===== src/rtl/fetch_if.sv =====
// Fetch-unit bus: instruction-memory byte port, decoder handshake and control inputs.
// The fetch unit uses the master view; the memory/decoder side uses the slave view.
interface fetch_if;
  logic        mem_req;
  logic [7:0]  mem_addr;
  logic        mem_ack;
  logic [7:0]  mem_rdata;
  logic [15:0] instr;
  logic        instr_valid;
  logic        instr_ready;
  logic        branch_en;
  logic [7:0]  branch_target;
  logic        halt;

  modport master (
    output mem_req, mem_addr, instr, instr_valid,
    input  mem_ack, mem_rdata, instr_ready, branch_en, branch_target, halt
  );

  modport slave (
    input  mem_req, mem_addr, instr, instr_valid,
    output mem_ack, mem_rdata, instr_ready, branch_en, branch_target, halt
  );
endinterface


===== src/rtl/fetch_unit.sv =====
// Byte-serial instruction fetch: two big-endian byte reads build a 16-bit instruction,
// which is held until the decoder takes it. Branch redirect overrides everything else.
module fetch_unit #(
  parameter logic [7:0] RESET_PC = 8'h00
) (
  input  logic     clk,
  input  logic     rst_n,
  fetch_if.master  bus
);

  typedef enum logic [2:0] {
    BOOT     = 3'd0,
    FETCH_HI = 3'd1,
    FETCH_LO = 3'd2,
    HOLD     = 3'd3,
    HALTED   = 3'd4
  } state_t;

  state_t      r_state;
  state_t      w_state_nxt;
  logic [7:0]  r_pc;
  logic [7:0]  w_pc_nxt;
  logic [15:0] r_instr;
  logic [15:0] w_instr_nxt;
  logic        r_mem_req;
  logic        r_instr_valid;

  // Next-state, PC and instruction-assembly logic
  always_comb begin
    w_state_nxt = r_state;
    w_pc_nxt    = r_pc;
    w_instr_nxt = r_instr;
    if (bus.branch_en) begin
      // Redirect wins over ack, transfer and halt; a halted unit stays halted
      w_pc_nxt = bus.branch_target;
      if (r_state == HALTED) begin
        w_state_nxt = HALTED;
      end else begin
        w_state_nxt = FETCH_HI;
      end
    end else begin
      case (r_state)
        BOOT: begin
          if (bus.halt) begin
            w_state_nxt = HALTED;
          end else begin
            w_state_nxt = FETCH_HI;
          end
        end
        FETCH_HI: begin
          if (bus.mem_ack) begin
            w_instr_nxt[15:8] = bus.mem_rdata;
            w_pc_nxt          = r_pc + 8'd1;
            w_state_nxt       = FETCH_LO;
          end else begin
            w_state_nxt = FETCH_HI;
          end
        end
        FETCH_LO: begin
          if (bus.mem_ack) begin
            w_instr_nxt[7:0] = bus.mem_rdata;
            w_pc_nxt         = r_pc + 8'd1;
            w_state_nxt      = HOLD;
          end else begin
            w_state_nxt = FETCH_LO;
          end
        end
        HOLD: begin
          if (bus.instr_ready) begin
            if (bus.halt) begin
              w_state_nxt = HALTED;
            end else begin
              w_state_nxt = FETCH_HI;
            end
          end else begin
            w_state_nxt = HOLD;
          end
        end
        HALTED: begin
          if (bus.halt) begin
            w_state_nxt = HALTED;
          end else begin
            w_state_nxt = FETCH_HI;
          end
        end
        default: begin
          w_state_nxt = BOOT;
        end
      endcase
    end
  end

  // State, PC, instruction and decoded-output registers
  always_ff @(posedge clk or negedge rst_n) begin
    if (!rst_n) begin
      r_state       <= BOOT;
      r_pc          <= RESET_PC;
      r_instr       <= 16'h0000;
      r_mem_req     <= 1'b0;
      r_instr_valid <= 1'b0;
    end else begin
      r_state       <= w_state_nxt;
      r_pc          <= w_pc_nxt;
      r_instr       <= w_instr_nxt;
      r_mem_req     <= (w_state_nxt == FETCH_HI) || (w_state_nxt == FETCH_LO);
      r_instr_valid <= (w_state_nxt == HOLD);
    end
  end

  assign bus.mem_req     = r_mem_req;
  assign bus.mem_addr    = r_pc;
  assign bus.instr       = r_instr;
  assign bus.instr_valid = r_instr_valid;

endmodule

===== src/flat_wrapper.sv =====
// flat-port wrapper written by rule: the top's interface ports become plain ports
module fetch_unit_flat 
#(
  parameter logic [7:0] RESET_PC = 8'h00
)
  (clk, rst_n, bus_mem_req, bus_mem_addr, bus_instr, bus_instr_valid, bus_mem_ack, bus_mem_rdata, bus_instr_ready, bus_branch_en, bus_branch_target, bus_halt);
  fetch_if bus_i ();
  input  logic clk;
  input  logic rst_n;
  output wire logic [$bits(bus_i.mem_req)-1:0] bus_mem_req;
  output wire logic [$bits(bus_i.mem_addr)-1:0] bus_mem_addr;
  output wire logic [$bits(bus_i.instr)-1:0] bus_instr;
  output wire logic [$bits(bus_i.instr_valid)-1:0] bus_instr_valid;
  input wire logic [$bits(bus_i.mem_ack)-1:0] bus_mem_ack;
  input wire logic [$bits(bus_i.mem_rdata)-1:0] bus_mem_rdata;
  input wire logic [$bits(bus_i.instr_ready)-1:0] bus_instr_ready;
  input wire logic [$bits(bus_i.branch_en)-1:0] bus_branch_en;
  input wire logic [$bits(bus_i.branch_target)-1:0] bus_branch_target;
  input wire logic [$bits(bus_i.halt)-1:0] bus_halt;
  assign bus_mem_req = bus_i.mem_req;
  assign bus_mem_addr = bus_i.mem_addr;
  assign bus_instr = bus_i.instr;
  assign bus_instr_valid = bus_i.instr_valid;
  assign bus_i.mem_ack = bus_mem_ack;
  assign bus_i.mem_rdata = bus_mem_rdata;
  assign bus_i.instr_ready = bus_instr_ready;
  assign bus_i.branch_en = bus_branch_en;
  assign bus_i.branch_target = bus_branch_target;
  assign bus_i.halt = bus_halt;
  fetch_unit #(.RESET_PC(RESET_PC)) u_core (.clk(clk), .rst_n(rst_n), .bus(bus_i));
endmodule

===== config.mk =====
export PLATFORM = sky130hd
export DESIGN_NAME = fetch_unit_flat
export DESIGN_NICKNAME = d
export VERILOG_FILES = /design/src/rtl/fetch_if.sv /design/src/rtl/fetch_unit.sv /design/src/flat_wrapper.sv
export SDC_FILE = /design/constraint.sdc
export NUM_CORES = 1
export LEC_CHECK = 0
export CELL_PAD_IN_SITES_DETAIL_PLACEMENT = 1
export CELL_PAD_IN_SITES_GLOBAL_PLACEMENT = 1
export CORE_ASPECT_RATIO = 0.5
export CORE_MARGIN = 5
export CORE_UTILIZATION = 42
export DETAILED_ROUTE_END_ITERATION = 10
export DONT_BUFFER_PORTS = 1
export PLACE_DENSITY_LB_ADDON = 0.2
export REMOVE_ABC_BUFFERS = 1
export SLEW_MARGIN = 25
export SYNTH_ARGS = -nofsm -noshare
export SYNTH_HDL_FRONTEND = slang
export SYNTH_SLANG_ARGS = --single-unit

===== constraint.sdc =====
create_clock -name clk -period 1.4 [get_ports clk]
set_input_delay 0.28 -clock clk [delete_from_list [all_inputs] [get_ports clk]]
set_output_delay 0.28 -clock clk [all_outputs]
set_load 0.02 [all_outputs]

==> impl_metrics.json <==
{
  "outcome": "complete, but fails checks",
  "violations": "negative setup slack",
  "cp_slowest_cell": "dfrtp_1",
  "worst_path_dominant_cell_family": "compound AO/OA/AOI/OAI gates",
  "cp.arrival_ns": 1.61,
  "path_class": "reg -> reg",
  "final_cell_area_um2": 2020,
  "path_clk_slew_ns": 0.07,
  "synth_edf_count": 0,
  "synth-seq-cells": 29,
  "period_minus_slack_ns": 1.46,
  "p_int_uw": 2280,
  "synth_top_family_by_area": "simple AND/OR/NAND/NOR gates",
  "wl_per_cell_um": 22.8,
  "cts.sinks": 29,
  "syn_area_um2": 1410,
  "synth_simple_gate_area_share_pct": 17.9,
  "die_area_um2": 4680,
  "critPathLaunchType": "register",
  "seqPwrFrac_pct": 42.2,
  "grt_pass1_wl_um": 6520,
  "grt_max_degree": 30,
  "netlist_instances": 129,
  "drtIter0Drc": 78,
  "fillers": 316,
  "io_buffers": 0,
  "relSlewSlack_pct": 71.9,
  "grt_usage_pct": 18.7,
  "grt_pass1_vias": 1264,
  "finalCritPeriodShare_pct": 105,
  "antenna_left": 0,
  "critPathMaxFanout": 3,
  "p_leak_uw": 0.000904,
  "yosys-mux-area-fraction_pct": 12.8,
  "drive_above_1_share_pct": 45.3,
  "sw_frac_of_total_pct": 33.4,
  "cts_max_level": 2,
  "synth-async-reset-ratio_pct": 100,
  "synth.avg_cell_area_um2": 10.9,
  "clockPowerShare_pct": 30.6,
  "fin_setup_tns_ns": -0.634,
  "instances_no_fill": 201,
  "drv_slew": 0,
  "worst-path-buf-inv": 1,
  "synth.distinct_cells": 35,
  "clock_latency_ns": 0.28,
  "final_util_pct": 65.0,
  "die-height_um": 50.9,
  "powerDensity_nw_per_um2": 1700,
  "share_comb_of_total_power_pct": 27.2,
  "max_slew.worst_pin.slew_ns": 0.422,
  "rsz0062_at_grt": "true",
  "cts-root-buf": "clkbuf_8",
  "place_ws_ns": -0.190,
  "maxCapViolations": 0,
  "worstSetupEndpointType": "register",
  "via_per_inst": 5.98,
  "fin_worst_skew_ns": 0.00461,
  "ys_warn_count": 0,
  "timing_hold_violations_final": 0,
  "max_freq_ghz": 0.683,
  "cp_cell_sequence": "ha_2 > nand3b_1 > buf_4 > o31ai_1 > a31oi_1",
  "switchingPower_uw": 1140,
  "drc": 0,
  "post_dp_cell_area_um2": 1550,
  "final_nets": 183,
  "place_hpwl_um": 2550,
  "wl_um": 4580,
  "core_area_um2": 3100,
  "synth_ff_type": "dfrtp_1",
  "cts_buffers": 5,
  "dr.pass1.iters": 4,
  "layout_commonest_cell": "dfrtp_1",
  "initial_core_util_pct": 45.4,
  "min_path_type": "in -> reg",
  "synth-compound-area-share_pct": 12.0,
  "cts_tree": "done",
  "row_count": 14,
  "setup_viol": 21,
  "diodes": 0,
  "num_vias": 1202,
  "synth-adder-area-share_pct": 0.890,
  "areaGrowthSynthToFinish_pct": 43.3,
  "num_io_pins": 48,
  "slowest_delay_ns": 0.41,
  "layout_common_cells": "dfrtp_1 (27), buf_4 (22), mux2_4 (14)",
  "die_w_um": 91.8,
  "cts_buffer_depth": 2,
  "setup_slack_ns": -0.0646,
  "grt.overflow.total": 0,
  "synth-xor-area-share_pct": 1.25,
  "antenna_found_initial": 0,
  "gp_congestion": 0.785,
  "required_ns": 1.54,
  "peakVddDrop_uv": 835,
  "post-place-cells": 179,
  "synth-seq-area-share_pct": 51.6
}
sequential cells by signal (all words and copies together) (netlist names):
signal,flops
u_core.bus.instr,16
u_core.bus.instr_valid,1
u_core.bus.mem_addr,8
u_core.bus.mem_req,1
u_core.r_state,3
final cells by class:
class / instances / area, um2 / area share [%]
Clock buffer: 5 / 68.8 / 3.41
Tap cell: 40 / 50.0 / 2.48
Inverter: 4 / 15.0 / 0.745
Sequential cell: 29 / 728 / 36.1
Clock inverter: 3 / 65.1 / 3.23
Multi-Input combinational cell: 90 / 818 / 40.6
Timing Repair Buffer: 30 / 270 / 13.4
power groups by stage:
stage / Combinational (uW) / Clock, uW / Sequential, uW
CTS: 731 / 1050 / 1430
detailed placement: 584 / 0 / 1430
finish: 931 / 1040 / 1440
global route: 998 / 1120 / 1460
global placement: 563 / 0 / 1420
floorplan: 327 / 0 / 1450
cell families (layout without fill, tap and decap cells):
| group | after synthesis | count (layout) |
|---|---|---|
| AND/OR/NAND/NOR | 45 | 45 |
| flip-flops | 29 | 29 |
| AO/OA/AOI/OAI | 25 | 25 |
| multiplexers | 16 | 16 |
| buffers and inverters | 11 | 42 |
| XOR/XNOR | 2 | 3 |
| adder cells (fa/ha/maj) | 1 | 1 |
per-stage QoR:
step                      hold WS (ns)  total power (uW)
after floorplan                -0.0156              1770
after CTS                       0.0572              3210
after global routing            0.0437              3580
after global placement         -0.0149              1980
after detailed placement       -0.0148              2010
final                           0.0640              3420
path summary, 6_finish.rpt:
check	from	endpoint	slack, ns	cells after the start
worst max-delay path	u_core.bus.mem_addr[1]	u_core.bus.mem_addr[4]	-0.06	5
worst min-delay path	bus_branch_en	u_core.bus.instr_valid	0.06	1
worst max register to register	u_core.bus.mem_addr[1]	u_core.bus.mem_addr[4]	-0.06	5
worst min register to register	u_core.bus.mem_addr[5]	u_core.bus.mem_addr[5]	0.62	2
max in group asynchronous	rst_n	u_core.r_state[1]	0.79	2
min in group asynchronous	rst_n	u_core.bus.instr[11]	0.43	2
layer usage:
layer | global-route usage (%) | share of wire (%)
met1 | 21.5 | 43
met2 | 31.8 | 46
met3 | 7.62 | 8.2
met4 | 7.64 | 2.1
met5 | 0 | 0
cell usage after synthesis (2+ instances only):
cell type | instances | share of area (%)
dfrtp_1 | 29 | 52
mux2_2 | 16 | 13
nor2_1 | 9 | 2.4
nand3_1 | 8 | 2.8
a31oi_1 | 7 | 3.1
nor2b_1 | 5 | 2.2
o21ai_0 | 5 | 1.8
buf_2 | 4 | 1.4
inv_1 | 4 | 1.1
nand2_1 | 4 | 1.1
or4_1 | 4 | 2.1
nand2b_1 | 3 | 1.3
nor3_1 | 3 | 1.1
o31ai_1 | 3 | 1.6
a21oi_1 | 2 | 0.71
a22oi_1 | 2 | 1.1
clkbuf_1 | 2 | 0.53
nand4b_1 | 2 | 1.2
what timing repair did:
| action | in CTS | in global routing |
|---|---|---|
| buffers inserted | 9 | 3 |
| hold endpoints to repair | 29 | 0 |
| hold buffers | 2 | 0 |
| setup endpoints to repair | 25 | 27 |
| gates resized for setup | 15 | 34 |
| pin swaps | 7 | 9 |
| gates cloned | 1 | 0 |
Note: power is estimated with default switching activity, not from simulation.
